[src/rtl/dcount_pkg.sv]
// Shared types and constants for the counter checker.
// Holds the FSM state encoding, default parameters and the LFSR constants.
package dcount_pkg;

  typedef enum logic [2:0] {
    ST_IDLE,
    ST_WAIT_RDY,
    ST_SEED,
    ST_RUN,
    ST_DONE
  } state_e;

  localparam int DEFAULT_WIDTH = 16;
  localparam int DEFAULT_STEP  = 1;

  localparam logic [15:0] LFSR_SEED = 16'hACE1;
  // Right-shifting Fibonacci form of x^16+x^14+x^13+x^11+1 taps bits 0,2,3,5
  localparam logic [15:0] LFSR_TAPS = 16'h002D;

  function automatic logic [15:0] lfsr_next(input logic [15:0] cur);
    return {^(cur & LFSR_TAPS), cur[15:1]};
  endfunction

endpackage

[src/rtl/dcount_lfsr.sv]
// 16-bit LFSR producing the pseudo-random stall pattern for the counter enable.
// Only instantiated when DCOUNT_CHECKER_STALL_EN is defined.
module dcount_lfsr
  import dcount_pkg::*;
(
  input  logic clock,
  input  logic rst,
  input  logic enable,
  output logic lfsr_bit
);

  logic [15:0] lfsr_q;
  logic [15:0] lfsr_d;

  always_comb begin
    lfsr_d = lfsr_q;
    if (enable) begin
      lfsr_d = lfsr_next(lfsr_q);
    end
  end

  always_ff @(posedge clock or negedge rst) begin
    if (!rst) begin
      lfsr_q <= LFSR_SEED;
    end else begin
      lfsr_q <= lfsr_d;
    end
  end

  assign lfsr_bit = lfsr_q[0];

endmodule

[config.mk]
export PLATFORM = sky130hd
export DESIGN_NAME = dcount_lfsr
export DESIGN_NICKNAME = d
export VERILOG_FILES = /design/src/rtl/dcount_pkg.sv /design/src/rtl/dcount_lfsr.sv
export SDC_FILE = /design/constraint.sdc
export NUM_CORES = 1
export LEC_CHECK = 0
export ABC_AREA = 1
export CAP_MARGIN = 0
export CELL_PAD_IN_SITES_DETAIL_PLACEMENT = 0
export CELL_PAD_IN_SITES_GLOBAL_PLACEMENT = 2
export CORE_ASPECT_RATIO = 1.1
export CORE_MARGIN = 2
export CORE_UTILIZATION = 25
export CTS_BUF_LIST = sky130_fd_sc_hd__clkbuf_8 sky130_fd_sc_hd__clkbuf_16
export DETAILED_ROUTE_END_ITERATION = 8
export GPL_ROUTABILITY_DRIVEN = 0
export PLACE_DENSITY_LB_ADDON = 0.1
export SLEW_MARGIN = 40
export SYNTH_ARGS = -nofsm -noshare
export SYNTH_HDL_FRONTEND = slang
export SYNTH_SLANG_ARGS = --single-unit
[constraint.sdc]
create_clock -name clock -period 1.25 [get_ports clock]
set_clock_uncertainty 0.2 [all_clocks]
set_input_delay 0.1875 -clock clock [delete_from_list [all_inputs] [get_ports clock]]
set_output_delay 0.1875 -clock clock [all_outputs]
set_load 0.01 [all_outputs]
==> impl_results.md, run 1 <==
* Status: complete, but fails checks
* Violated checks: negative setup slack
* First DRT Iteration DRCs at 15
* CP required at 0.86 ns
* Largest registers: lfsr_q: 16 flops
* Minimum clock period at 1.27 ns
* Core Util, Final at 31.7%
* Setup ws final at -0.0243 ns
* Layout area overhead at 23.5%
* Worst setup path endpoint: lfsr_bit
* # IOs at 4
* PD cells at 1700 mW/mm^2
* Final period util at 102%
* Crit path kind: reg2out
* Hold Fails Final Rpt at 0
* Post-synth top area cell: dfstp_2
* Initial Util at 25.6%
* DRT Pass-1 Iters at 3
* Biggest register: lfsr_q
* Post-synthesis sequential area ratio at 59.2%
* LEAKAGE at 0.413 nW
* Slowest stage delay, CP at 0.54 ns
* Crit. Startpoint: lfsr_q[0]
* CP startpoint kind: register
* Antenna violations before repair at 0
* Fin area at 856 um^2
* Layout cells sized above 1 at 25.3%
* Max transition margin at 88.5%
* CP bufs+invs at 1
* Clock latency reported for the late side of the worst-skew pair at 0.25 ns
* Routed WL at 1230 um
* #FFs+latches synth at 16
* Pins Over Slew Limit at 0
* Post-Syn Instances at 79
* Critical R2R Capture: lfsr_q[15]
* Worst hold path class: in2async
* Syn. warnings at 0
* CTS tree: done
* Via count at 500
* Slew at the pin closest to its max-slew limit at 0.172 ns
* Crit-path cells: buf_6
* Final setup violation count at 1
* Area of the die at 0.00321 mm^2
* Post-synth top area share at 30.3%
* Worst Reg2Reg Path Length in Cells at 7
* Critical R2R Launch: lfsr_q[0]
* Critical path arrival at 0.89 ns
* Clock tree buffer depth at 2
* VDD IR max at 0.516 mV
* TritonCTS Buffers at 3
* Input/output buffers at 3
* Power Total at 1.46 mW
* Post-Syn Area at 693 um^2
* Fmax at 785 MHz
* Top post-synthesis cells by area: dfstp_2 (30%), dfrtp_1 (29%), nand2_1 (23%)
* Placed instance area at 798 um^2
* Core ar. at 0.00270 mm^2
* R2R setup slack at 0.02 ns
* Die Y at 59.2 um
* Antenna-violating nets left at 0
* Gr usage total at 9.88%
* Die X at 54.2 um
* Final #Nets at 91
* Unique cell type count in the Yosys netlist at 10
* First-pass GRT wire length at 2170 um
* MaxCap Viol Count at 0
* H-tree levels at 1
* Crit-path max FO at 2
* CP top delay family: flip-flops
* Avg Vias per Cell at 4.17
* Clock Tree Root: clkbuf_8
* # clock sinks at 16
* Syn avg cell area at 8.77 um^2
* Average routed wire per standard cell at 10.2 um
* # rows at 20
* RSZ-0062 raised after global routing: yes
* Number of global-route vias before repair at 472
* Element type at the critical path end: primary output
* Cell Count, Final, Fillers Out at 120
* Clock transition at the registers of the reported paths at 0.06 ns
* Slowest cell on crit path: dfstp_2
* Remaining global-route overflow at 0
* Net Count, Synth at 82
* # DRC at 0
* WP depth at 1
* DP Cell Count at 116
* Diodes inserted at 0
* Largest net degree at the start of global routing at 17
* Max reg flops at 16
* Dpl hpwl at 847 um
==> power breakdown <==
part	total (mW)	switching, mW	internal [mW]	leakage (nW)
sequential	0.767	0.0684	0.698	0.190
combinational	0.305	0.167	0.138	0.196
clock	0.384	0.167	0.217	0.0269
==> cells in the mapped netlist (all sizes together) <==
| master | instances |
|---|---|
| dfstp | 8 |
| o21ai | 8 |
| buf | 3 |
| nand2 | 42 |
| nand3 | 1 |
| inv | 7 |
| dfrtp | 8 |
| nor2 | 2 |
==> layout make-up <==
cell class,count,area (um^2)
Clock buffer,3,41.3
Clock inverter,1,3.75
Fill cell,301,1850
Inverter,7,33.8
Multi-Input combinational cell,53,223
Sequential cell,16,410
Tap cell,33,41.3
Timing Repair Buffer,7,103
==> timing repair <==
action,in CTS,in global routing
hold buffers,0,0
pin swaps,0,5
buffers inserted,0,0
endpoints found under the hold margin,0,0
setup endpoints to repair,1,2
resized for setup,5,5
cloned,0,0
==> placed cells by master (no fill, tap or decap) <==
cell             synthesis  final
nand3_1                  1      1
dfstp_2                  8      8
nor2_1                   2      2
buf_12                   0      3
o21ai_2                  2      2
clkdlybuf4s50_1          0      2
inv_4                    0      1
dfrtp_1                  8      8
buf_6                    3      2
o21ai_0                  6      6
inv_1                    6      6
clkbuf_8                 0      3
nand2_2                  0      2
nand2_1                 42     40
inv_6                    1      1
==> worst min path at each step <==
stage,end,slack [ns],from,cells after the start
after CTS,lfsr_q[3],0.07,rst,2
after global placement,lfsr_q[7],0.25,lfsr_q[7],2
after global routing,lfsr_q[9],0.07,rst,2
after detailed placement,lfsr_q[7],0.25,lfsr_q[7],2
final,lfsr_q[3],0.07,rst,2
after floorplan,lfsr_q[12],-0.31,rst,0
==> cells by family after synthesis <==
family | Yosys count | synth area share (%)
AND/OR/NAND/NOR | 45 | 24.5
buffers and inverters | 10 | 9.39
flip-flops | 16 | 59.2
AO/OA/AOI/OAI | 8 | 6.86
==> layer usage <==
metal | vias up | global-route usage, % | part of all wire, %
li1 | 259 | - | -
met1 | 233 | 13.2 | 49
met2 | 4 | 14.1 | 46
met3 | 4 | 2.27 | 1.5
met4 | 0 | 6.43 | 2.5
met5 | - | 0 | 0
==> per-stage QoR <==
step	setup WS, ns	hold slack (ns)	setup TNS, ns
detailed placement	-0.165	0.254	-1.26
CTS	-0.0199	0.0657	-0.0267
finish	-0.0243	0.0719	-0.0243
global route	-0.0488	0.0660	-0.0864
floorplan	0.118	-0.308	0
global placement	-0.165	0.255	-1.12
(Power assumes the default switching activity.)
==> run 2, diff against run 1 <==
--- a/config.mk
+++ b/config.mk
@@ -10,9 +10,10 @@
 export CELL_PAD_IN_SITES_DETAIL_PLACEMENT = 0
 export CELL_PAD_IN_SITES_GLOBAL_PLACEMENT = 2
 export CORE_ASPECT_RATIO = 1.1
-export CORE_MARGIN = 2
+export CORE_MARGIN = 5
 export CORE_UTILIZATION = 25
-export CTS_BUF_LIST = sky130_fd_sc_hd__clkbuf_8 sky130_fd_sc_hd__clkbuf_16
+export CTS_BUF_LIST = sky130_fd_sc_hd__clkbuf_4
+export CTS_CLUSTER_SIZE = 10
 export DETAILED_ROUTE_END_ITERATION = 8
 export GPL_ROUTABILITY_DRIVEN = 0
 export PLACE_DENSITY_LB_ADDON = 0.1
==> impl_results.md, run 2 (synthesis gave the netlist of run 1 again) <==
* # clock sinks at 16
* Layout cells sized above 1 at 23.3%
* Input/output buffers at 3
* Post-CTS Hold Buffers at 0
* CTS tree: done
* Slowest cell on crit path: dfstp_2
* TNS Setup at -0.0599 ns
* CP required at 0.86 ns
* R2R setup slack at 0.02 ns
* Pins Over Slew Limit at 0
* Clock latency reported for the late side of the worst-skew pair at 0.28 ns
* CP startpoint kind: register
* PD cells at 1680 mW/mm^2
* Final setup violation count at 1
* Avg Vias per Cell at 4.00
* H-tree levels at 1
* DRT Pass-1 Iters at 2
* Hold Fails Final Rpt at 0
* Via count at 476
* Clock tree buffer depth at 2
* Cell Count, Final, Fillers Out at 119
* CP bufs+invs at 1
* Core ar. at 0.00273 mm^2
* Slew at the pin closest to its max-slew limit at 0.208 ns
* Die X at 60.2 um
* Area of the die at 0.00393 mm^2
* Initial Util at 25.4%
* Worst hold path class: in2async
* Final #Nets at 90
* Max transition margin at 86.1%
* Commonest non-fill, non-tap cell in the layout: nand2_1
* LEAKAGE at 0.389 nW
* Largest net degree at the start of global routing at 20
* Worst Reg2Reg Path Length in Cells at 7
* Post-CTS setup repair buffer count at 0
* Violated checks: negative setup slack
* Biggest register: lfsr_q
* Die Y at 65.2 um
* Pre-CTS WS at -0.170 ns
* First-pass GRT wire length at 2210 um
* Slowest stage delay, CP at 0.55 ns
* Power Total at 1.34 mW
* Average routed wire per standard cell at 9.95 um
* CP top delay family: flip-flops
* Critical R2R Capture: lfsr_q[15]
* VDD IR max at 0.540 mV
* Crit. Startpoint: lfsr_q[0]
* Number of global-route vias before repair at 516
* # DRC at 0
* Worst setup path endpoint: lfsr_bit
* Crit-path max FO at 2
* Crit path kind: reg2out
* Remaining global-route overflow at 0
* Routed WL at 1180 um
* TritonCTS Buffers at 3
* Final Hold Slack at 0.0106 ns
* Dpl hpwl at 837 um
* Layout area overhead at 15.0%
* Crit-path cells: buf_6
* Clock transition at the registers of the reported paths at 0.10 ns
* Setup ws final at -0.0599 ns
* Antenna-violating nets left at 0
* Final period util at 105%
* Status: complete, but fails checks
* MaxCap Viol Count at 0
* Most frequent cells in the layout: nand2_1 (42), dfstp_2 (8), dfrtp_1 (8)
* Core Util, Final at 29.2%
* Clock Tree Root: clkbuf_4
* Max reg flops at 16
* Register Area at 410 um^2
* DP Cell Count at 115
* Antenna violations before repair at 0
* Gr usage total at 7.65%
* Element type at the critical path end: primary output
* Minimum clock period at 1.31 ns
* # IOs at 4
* Critical path arrival at 0.92 ns
* Critical R2R Launch: lfsr_q[0]
* Diodes inserted at 0
* # rows at 20
* Area of the multi-input gates at 218 um^2
* WP depth at 1
* Fin area at 797 um^2
* RSZ-0062 raised after global routing: yes
* Largest registers: lfsr_q: 16 flops
* First DRT Iteration DRCs at 9
* Fillers at 304
* Placed instance area at 766 um^2
* Fmax at 763 MHz
run 2: changes by cell type in the layout (fill, tap and decap cells not counted), sizes merged:
cell / delta
buf: -1
inv: -1
clkbuf: +1
run 2: metal layers:
metal | part of all wire, % | vias to the layer above | track usage (%) | wire [um]
li1 | - | 251 | - | -
met1 | 47 | 221 | 8.75 | 562
met2 | 49 | 2 | 12.4 | 575
met3 | 2.3 | 2 | 2.36 | 27
met4 | 1.5 | 0 | 4.16 | 18
met5 | 0 | - | 0 | 0
run 2: worst min-delay path by stage:
stage	end	from	cells after the start
after global placement	lfsr_q[6]	lfsr_q[6]	2
after floorplan	lfsr_q[12]	rst	0
after CTS	lfsr_q[8]	rst	2
final	lfsr_q[8]	rst	2
after global routing	lfsr_q[8]	rst	2
after detailed placement	lfsr_q[7]	lfsr_q[7]	2
run 2: final cells by class:
cell class / count / share of cell area, %
inverters: 7 / 3.92
well taps: 33 / 5.18
clock buffers: 4 / 3.77
repair buffers: 6 / 8.32
multi-input cells: 53 / 27.3
flip-flops and latches: 16 / 51.5
run 2: repair_timing:
item	4_1_cts	5_1_grt
resized for setup	6	0
setup endpoints to repair	2	2
pin swaps	1	1
hold endpoints to repair	0	0
run 2: where the power goes:
group	total, mW	switching, mW	internal (mW)	leakage (nW)
Clock	0.301	0.156	0.145	0.0184
Combinational	0.272	0.154	0.118	0.181
Sequential	0.765	0.0684	0.697	0.190
